===== config.mk =====
export PLATFORM = sky130hd
export DESIGN_NAME = cursor_ctrl
export DESIGN_NICKNAME = d
export VERILOG_FILES = /design/src/rtl/cursor_pkg.sv /design/src/rtl/cursor_ctrl_step_coord.sv /design/src/rtl/cursor_ctrl.sv
export SDC_FILE = /design/constraint.sdc
export NUM_CORES = 1
export LEC_CHECK = 0
export BUFFER_PORTS_ARGS = -buffer_cell sky130_fd_sc_hd__buf_2
export CAP_MARGIN = 40
export CORE_MARGIN = 2
export CORE_UTILIZATION = 56
export DETAILED_ROUTE_END_ITERATION = 8
export GPL_ROUTABILITY_DRIVEN = 0
export GPL_TIMING_DRIVEN = 0
export PLACE_DENSITY_LB_ADDON = 0.3
export SLEW_MARGIN = 40
export SYNTH_ARGS = -nofsm -noshare
export SYNTH_HDL_FRONTEND = slang
export SYNTH_SLANG_ARGS = --single-unit

===== constraint.sdc =====
create_clock -name clk -period 2.65 [get_ports clk]
set_input_delay 0.1325 -clock clk [delete_from_list [all_inputs] [get_ports clk]]
set_output_delay 0.1325 -clock clk [all_outputs]
set_load 0.01 [all_outputs]

===== src/rtl/cursor_pkg.sv =====
// Shared definitions for the tile-game cursor/selection controller.
// Latency: n/a (types, constants and pure helper functions only).
// Backpressure: n/a.
//
// Contents:
//   op_e    - user command encodings from the input decoder
//   state_e - controller state encoding
//   DEF_*   - default grid dimensions
//   helpers - direction classification of an op
package cursor_pkg;

  typedef enum logic [2:0] {
    OP_NOP    = 3'd0,
    OP_SELECT = 3'd1,
    OP_CANCEL = 3'd2,
    OP_LEFT   = 3'd3,
    OP_RIGHT  = 3'd4,
    OP_UP     = 3'd5,
    OP_DOWN   = 3'd6,
    OP_RSVD   = 3'd7
  } op_e;

  typedef enum logic [1:0] {
    ST_IDLE = 2'd0,
    ST_SEL  = 2'd1,
    ST_ELIM = 2'd2,
    ST_SWAP = 2'd3
  } state_e;

  localparam int DEF_GRID_W = 8;
  localparam int DEF_GRID_H = 8;

  // True for any of the four cursor-movement ops.
  function automatic logic is_dir(input op_e o);
    return (o == OP_LEFT) || (o == OP_RIGHT) || (o == OP_UP) || (o == OP_DOWN);
  endfunction

  // True for ops that move along x; the other directions move along y.
  function automatic logic is_horiz(input op_e o);
    return (o == OP_LEFT) || (o == OP_RIGHT);
  endfunction

endpackage


===== src/rtl/cursor_ctrl_step_coord.sv =====
// Per-axis next-coordinate calculator for one cursor step (+1 or -1).
// Latency: purely combinational.
// Backpressure: none; evaluated every cycle.
//
// Ports:
//   coord     - current coordinate on this axis
//   dir       - 1 = step towards limit (+1), 0 = step towards zero (-1)
//   limit     - largest legal coordinate on this axis (grid size - 1)
//   wrap_en   - 1 = stepping off an edge lands on the opposite edge
//   step      - resulting coordinate (holds at the edge when wrap_en = 0)
//   in_bounds - 1 when the unwrapped neighbour lies inside the grid
module step_coord #(
  parameter int W = 4
) (
  input  logic [W-1:0] coord,
  input  logic         dir,
  input  logic [W-1:0] limit,
  input  logic         wrap_en,
  output logic [W-1:0] step,
  output logic         in_bounds
);

  always_comb begin
    step      = coord;
    in_bounds = 1'b1;
    if (dir) begin
      // '>=' rather than '==' so an out-of-range coordinate never runs away
      if (coord >= limit) begin
        in_bounds = 1'b0;
        if (wrap_en) step = '0;
      end else begin
        step = coord + 1'b1;
      end
    end else begin
      if (coord == '0) begin
        in_bounds = 1'b0;
        if (wrap_en) step = limit;
      end else begin
        step = coord - 1'b1;
      end
    end
  end

endmodule


===== src/rtl/cursor_ctrl.sv =====
// Cursor/selection controller: moves the cursor, manages the selection and
// issues eliminate/swap requests to the board engine with an ack timeout.
// Latency: every accepted op and every ack shows its effect one cycle later.
// Backpressure: op_ready is low while an eliminate or swap request is open.
//
// Ports:
//   clk, rst_n          - clock, asynchronous active-low reset
//   op, op_valid        - user command and its valid; accepted when op_ready
//   op_ready            - high in IDLE and SEL
//   cur_x, cur_y        - cursor cell
//   selected            - a cell is selected; sel_x/sel_y hold it
//   elim_req            - eliminate the group at sel_x/sel_y (held until done)
//   swap_req            - swap sel cell with tgt_x/tgt_y (held until done)
//   elim_ack, swap_ack  - completion strobes; swap_ok qualifies swap_ack
//   err                 - one-cycle pulse: bad swap direction, rejected swap, timeout
//   move_cnt            - completed moves, saturating
module cursor_ctrl
  import cursor_pkg::*;
#(
  parameter int GRID_W      = DEF_GRID_W,
  parameter int GRID_H      = DEF_GRID_H,
  parameter int XW          = 4,
  parameter int YW          = 4,
  parameter int WRAP        = 0,
  parameter int ACK_TIMEOUT = 255,
  parameter int CNT_W       = 16
) (
  input  logic             clk,
  input  logic             rst_n,
  input  logic [2:0]       op,
  input  logic             op_valid,
  output logic             op_ready,
  output logic [XW-1:0]    cur_x,
  output logic [YW-1:0]    cur_y,
  output logic             selected,
  output logic [XW-1:0]    sel_x,
  output logic [YW-1:0]    sel_y,
  output logic             elim_req,
  output logic             swap_req,
  output logic [XW-1:0]    tgt_x,
  output logic [YW-1:0]    tgt_y,
  input  logic             elim_ack,
  input  logic             swap_ack,
  input  logic             swap_ok,
  output logic             err,
  output logic [CNT_W-1:0] move_cnt
);

  localparam logic [XW-1:0] X_MAX = XW'(GRID_W - 1);
  localparam logic [YW-1:0] Y_MAX = YW'(GRID_H - 1);

  // The counter only has to hold 0..ACK_TIMEOUT-1: the abort happens on the
  // edge where it would otherwise reach ACK_TIMEOUT, so a request stays up
  // for exactly ACK_TIMEOUT cycles.
  localparam int            TW       = (ACK_TIMEOUT < 2) ? 1 : $clog2(ACK_TIMEOUT);
  localparam logic [TW-1:0] TMO_LAST = TW'(ACK_TIMEOUT - 1);

  state_e        state;
  logic [TW-1:0] tmo_cnt;

  op_e           op_c;
  logic          wrap_en;
  logic [XW-1:0] nx;
  logic [YW-1:0] ny;
  logic          x_ok;
  logic          y_ok;
  logic [XW-1:0] nb_x;
  logic [YW-1:0] nb_y;
  logic          nb_ok;
  logic          expired;

  assign op_c     = op_e'(op);
  assign op_ready = (state == ST_IDLE) || (state == ST_SEL);
  assign expired  = (tmo_cnt == TMO_LAST);

  // Wrapping only applies to free cursor movement; a swap neighbour is
  // taken from in_bounds, which ignores wrap_en, so it never wraps anyway.
  assign wrap_en = (WRAP != 0) && (state == ST_IDLE);

  step_coord #(.W(XW)) u_step_x (
    .coord     (cur_x),
    .dir       (op_c == OP_RIGHT),
    .limit     (X_MAX),
    .wrap_en   (wrap_en),
    .step      (nx),
    .in_bounds (x_ok)
  );

  step_coord #(.W(YW)) u_step_y (
    .coord     (cur_y),
    .dir       (op_c == OP_DOWN),
    .limit     (Y_MAX),
    .wrap_en   (wrap_en),
    .step      (ny),
    .in_bounds (y_ok)
  );

  // In SEL the cursor always sits on the selected cell (every exit from
  // SWAP back to SEL restores it), so the cursor neighbour is the sel
  // neighbour.
  always_comb begin
    nb_x  = cur_x;
    nb_y  = cur_y;
    nb_ok = 1'b0;
    if (is_horiz(op_c)) begin
      nb_x  = nx;
      nb_ok = x_ok;
    end else if (is_dir(op_c)) begin
      nb_y  = ny;
      nb_ok = y_ok;
    end
  end

  always_ff @(posedge clk or negedge rst_n) begin
    if (!rst_n) begin
      state    <= ST_IDLE;
      tmo_cnt  <= '0;
      cur_x    <= '0;
      cur_y    <= '0;
      sel_x    <= '0;
      sel_y    <= '0;
      tgt_x    <= '0;
      tgt_y    <= '0;
      selected <= 1'b0;
      elim_req <= 1'b0;
      swap_req <= 1'b0;
      err      <= 1'b0;
      move_cnt <= '0;
    end else begin
      err <= 1'b0;
      case (state)
        ST_IDLE: begin
          if (op_valid) begin
            if (op_c == OP_SELECT) begin
              sel_x    <= cur_x;
              sel_y    <= cur_y;
              selected <= 1'b1;
              tmo_cnt  <= '0;
              state    <= ST_SEL;
            end else if (is_dir(op_c)) begin
              // At a non-wrapping edge step_coord returns the same coordinate.
              cur_x <= nb_x;
              cur_y <= nb_y;
            end
          end
        end

        ST_SEL: begin
          if (op_valid) begin
            if (op_c == OP_SELECT) begin
              elim_req <= 1'b1;
              tmo_cnt  <= '0;
              state    <= ST_ELIM;
            end else if (op_c == OP_CANCEL) begin
              selected <= 1'b0;
              tmo_cnt  <= '0;
              state    <= ST_IDLE;
            end else if (is_dir(op_c)) begin
              if (nb_ok) begin
                tgt_x    <= nb_x;
                tgt_y    <= nb_y;
                cur_x    <= nb_x;
                cur_y    <= nb_y;
                swap_req <= 1'b1;
                tmo_cnt  <= '0;
                state    <= ST_SWAP;
              end else begin
                err <= 1'b1;
              end
            end
          end
        end

        ST_ELIM: begin
          // Ack is checked first so an ack on the expiry cycle still succeeds.
          if (elim_ack) begin
            elim_req <= 1'b0;
            selected <= 1'b0;
            if (move_cnt != '1) move_cnt <= move_cnt + 1'b1;
            tmo_cnt  <= '0;
            state    <= ST_IDLE;
          end else if (expired) begin
            elim_req <= 1'b0;
            err      <= 1'b1;
            cur_x    <= sel_x;
            cur_y    <= sel_y;
            tmo_cnt  <= '0;
            state    <= ST_SEL;
          end else begin
            tmo_cnt <= tmo_cnt + 1'b1;
          end
        end

        ST_SWAP: begin
          if (swap_ack) begin
            swap_req <= 1'b0;
            tmo_cnt  <= '0;
            if (swap_ok) begin
              selected <= 1'b0;
              if (move_cnt != '1) move_cnt <= move_cnt + 1'b1;
              state    <= ST_IDLE;
            end else begin
              // Rejected swap: keep the selection and put the cursor back on it.
              err   <= 1'b1;
              cur_x <= sel_x;
              cur_y <= sel_y;
              state <= ST_SEL;
            end
          end else if (expired) begin
            swap_req <= 1'b0;
            err      <= 1'b1;
            cur_x    <= sel_x;
            cur_y    <= sel_y;
            tmo_cnt  <= '0;
            state    <= ST_SEL;
          end else begin
            tmo_cnt <= tmo_cnt + 1'b1;
          end
        end

        default: begin
          state <= ST_IDLE;
        end
      endcase
    end
  end

endmodule


==> Flow_metrics.wiki <==
{| class="wikitable"
! Metric !! Value
|-
| Average vias per placed instance || 6.04
|-
| Predominant post-synthesis flop cell || dfrtp_1
|-
| Warning count from the yosys run || 0
|-
| IO Port Bufs || 52
|-
| Drt pass-1 iters || 6
|-
| Crit Path Category || reg -> reg
|-
| Share of total power in combinational logic || 0.457
|-
| Critical path arrival || around 2.7 ns
|-
| Latest clock arrival within the worst-skew pair || between 0.3 and 0.4 ns
|-
| Clock Tree Root || clkbuf_8
|-
| Relative slew slack || 0.470
|-
| GRT Overall Usage || 0.247
|-
| Power Density || around 900 mW/mm^2
|-
| Buffer levels on the longest clock path || 2
|-
| Total DRC errors in the routed layout || 0
|-
| Count of buffers added by post-CTS timing repair for setup || 0
|-
| Vias in the first global route || about 2.6k
|-
| # fillers || around 460
|-
| Final count of negative-setup-slack endpoints || 0
|-
| Number of H-tree levels || 2
|-
| CTS tree || built
|-
| Avg Inst Size Synth || between 9 and 10 um^2
|-
| Internal Pwr Total || 1880 uW
|-
| Post-synthesis sequential area ratio || 0.422
|-
| Sw frac || 0.429
|-
| Adder and majority cell fraction of the synthesized area || 0.0312
|-
| Setup WS post-layout || between 0.15 and 0.2 ns
|-
| Overflow left after global routing || 0
|-
| Period utilization || 0.934
|-
| Leading cell type in the layout, fill and taps excluded || buf_2
|-
| Seq cells post-synth || 54
|-
| Number of nets in the layout || 410
|-
| Power share of the sequential group || 0.394
|-
| Compound-gate portion of the synthesized area || 0.216
|-
| Finished Cell Area || ~0.0037 mm^2
|-
| Register clock-pin slew on the reported worst setup and hold paths || roughly 0.10 ns
|-
| Relative contribution of the clock network to total power || 0.148
|-
| Area share of xor/xnor cells in the synthesized design || 0.0519
|-
| Clk_skew || 0.0118 ns
|-
| Required time at the worst-slack endpoint || ~2.8 ns
|-
| Most frequent cells in the layout || buf_2 (55), dfrtp_1 (54), nand2_1 (36)
|-
| Die Ht || 79.6 um
|-
| Core Footprint || 0.00551 mm^2
|-
| Area of the die || ~0.0063 mm^2
|-
| Status || finished clean
|-
| Area delta synth->final || 14.3%
|-
| Max-capacitance violation count || 0
|-
| Sum of net half-perimeters after detailed placement || between 5000 and 6000 um
|-
| Die span in x || ~80 um
|-
| Post-synth cell types || 60
|-
| Pleak || 0.00167 uW
|-
| Simple-Gate Fraction of Synth Area || 0.182
|-
| Power dissipated by switching net loads || between 1000 and 1500 uW
|-
| Fraction of layout cells with a size suffix above 1 || 0.216
|-
| Pin slew with the least headroom to its limit || 0.788 ns
|-
| Minimum clock period || 2.47 ns
|-
| Sort of element at the end of the critical path || flip-flop
|-
| Maximum fanout encountered on the critical timing path || 6
|-
| Cts-stage hold buffer count || 1
|-
| Post-place setup slack || around 0.23 ns
|-
| Vias after detailed routing || 2815
|-
| Combinational family with the most area after synthesis || compound AO/OA/AOI/OAI gates
|-
| Initial antenna violation count || 0
|-
| Critical Path Source Type || flip-flop
|-
| Post-synth EDFFs || 0
|-
| Final number of hold-violating endpoints || 0
|-
| Fraction of registers with async set or reset after synthesis || 1.00
|-
| Synthesized cell area || between 0.003 and 0.004 mm^2
|-
| Effective utilization at floorplan || 0.582
|-
| Maximum number of pins on one net before global-route repair || 55
|-
| Routed wire length || between 7000 and 8000 um
|-
| Mux contribution to synthesized area || 0.0508
|-
| Boundary pin count || 54
|-
| Post-CTS resize count || 0
|-
| Count of pins over their slew limit || 0
|-
| Achievable clock frequency || between 400 and 500 MHz
|-
| Antenna cells || 0
|-
| Number of buffers inserted during clock tree synthesis || 5
|-
| Global-route wire length before repair || between 10000 and 15000 um
|-
| Class of the tightest hold or removal check || in -> reg
|-
| Placement Cell Area || between 0.003 and 0.004 mm^2
|-
| Syn Inst Count || about 330
|-
| Antenna-violating nets left || 0
|-
| Unrepaired setup endpoints after global routing || no
|-
| Wire length per cell || about 16 um
|-
| Net count after synthesis || 350
|-
| Worst ir drop on vdd || between 0.5 and 0.6 mV
|-
| Post-Route Utilization || 0.665
|-
| Number of clock sinks || 54
|-
| Number of design-rule violations left by the first detailed-router iteration || between 150 and 200
|-
| TNS Setup || 0 ns
|-
| Row count || 27
|}
final cells by class:
cell class / instances / area [um^2] / area share
Inverter: 23 / 86.3 / 0.0236
Timing Repair Buffer: 53 / 273 / 0.0745
Clock inverter: 2 / 12.5 / 0.00342
Tap cell: 72 / 90.1 / 0.0246
Sequential cell: 54 / 1350 / 0.369
Multi-Input combinational cell: 245 / 1700 / 0.465
Clock buffer: 6 / 82.6 / 0.0225
Buffer: 11 / 62.6 / 0.0171
Yosys cell counts (2+ instances only):
master / count / area, um^2
a211oi_1: 10 / 75.1
a21boi_0: 2 / 15.0
a21oi_1: 16 / 80.1
a31oi_1: 5 / 31.3
and2_1: 3 / 18.8
and3_1: 5 / 31.3
buf_2: 4 / 20.0
buf_4: 2 / 15.0
clkbuf_1: 3 / 11.3
dfrtp_1: 54 / 1350
ha_1: 8 / 100
inv_1: 23 / 86.3
mux2_2: 6 / 67.6
mux2i_1: 8 / 80.1
nand2_1: 36 / 135
nand2b_1: 5 / 31.3
nand3_1: 10 / 50.1
nand4_1: 8 / 50.1
nor2_1: 15 / 56.3
nor2b_1: 2 / 12.5
nor3_1: 6 / 30.0
nor3b_1: 4 / 30.0
nor4_1: 4 / 25.0
o211ai_1: 3 / 22.5
o21a_1: 11 / 82.6
o21ai_0: 19 / 95.1
o221ai_1: 5 / 43.8
o22ai_1: 3 / 18.8
o2bb2ai_1: 2 / 17.5
o32ai_1: 3 / 26.3
or3_1: 2 / 12.5
xnor2_1: 15 / 131
xor2_1: 4 / 35.0
metal layers:
metal	global-route usage	routed length, um	vias up
li1	-	-	1342
met1	0.331	3500	1353
met2	0.408	3500	104
met3	0.0419	441	16
met4	0.0845	146	0
met5	0	0	-
cells by family after synthesis:
logic type,after synthesis
adder cells (fa/ha/maj),8
AND/OR/NAND/NOR,109
buffers and inverters,34
XOR/XNOR,19
multiplexers,15
flip-flops,54
AO/OA/AOI/OAI,94
critical path, stage by stage (launching register included):
cell	delay, ns
dfrtp_1	0.47
inv_1	0.17
ha_1	0.25
or3b_1	0.38
mux2_4	0.31
a211oi_2	0.31
or2_1	0.14
buf_2	0.18
o221ai_1	0.13
flip-flops by register name, indices dropped and copies added (netlist names), 2 cells and up:
| signal | count |
|---|---|
| cur_y | 4 |
| tmo_cnt | 8 |
| cur_x | 4 |
| sel_y | 4 |
| tgt_x | 4 |
| sel_x | 4 |
| tgt_y | 4 |
| state | 2 |
| move_cnt | 16 |
path summary, 6_finish.rpt:
path	slack (ns)	cells past startpoint	end	startpoint
setup / recovery	0.18	8	cur_y[0]	cur_y[0]
hold / removal	0.19	4	state[0]	op_valid
setup reg to reg	0.18	8	cur_y[0]	cur_y[0]
hold reg to reg	0.50	1	move_cnt[6]	move_cnt[6]
max in group asynchronous	1.80	2	tmo_cnt[0]	rst_n
min in group asynchronous	0.38	2	tgt_x[1]	rst_n
per-stage QoR:
step	cells	total power (uW)	hold WS, ns
global placement	457	2750	0.440
finish	466	3300	0.192
detailed placement	457	2810	0.220
global route	466	3530	0.192
floorplan	333	2290	-0.163
CTS	466	3300	0.183
power groups by stage:
stage | Clock (uW) | Sequential (uW) | Combinational (uW)
finish | 489 | 1300 | 1510
global route | 528 | 1340 | 1660
CTS | 494 | 1300 | 1510
detailed placement | 0 | 1310 | 1500
global placement | 0 | 1300 | 1450
floorplan | 0 | 1370 | 916
Power figures use the tool's default switching activity.
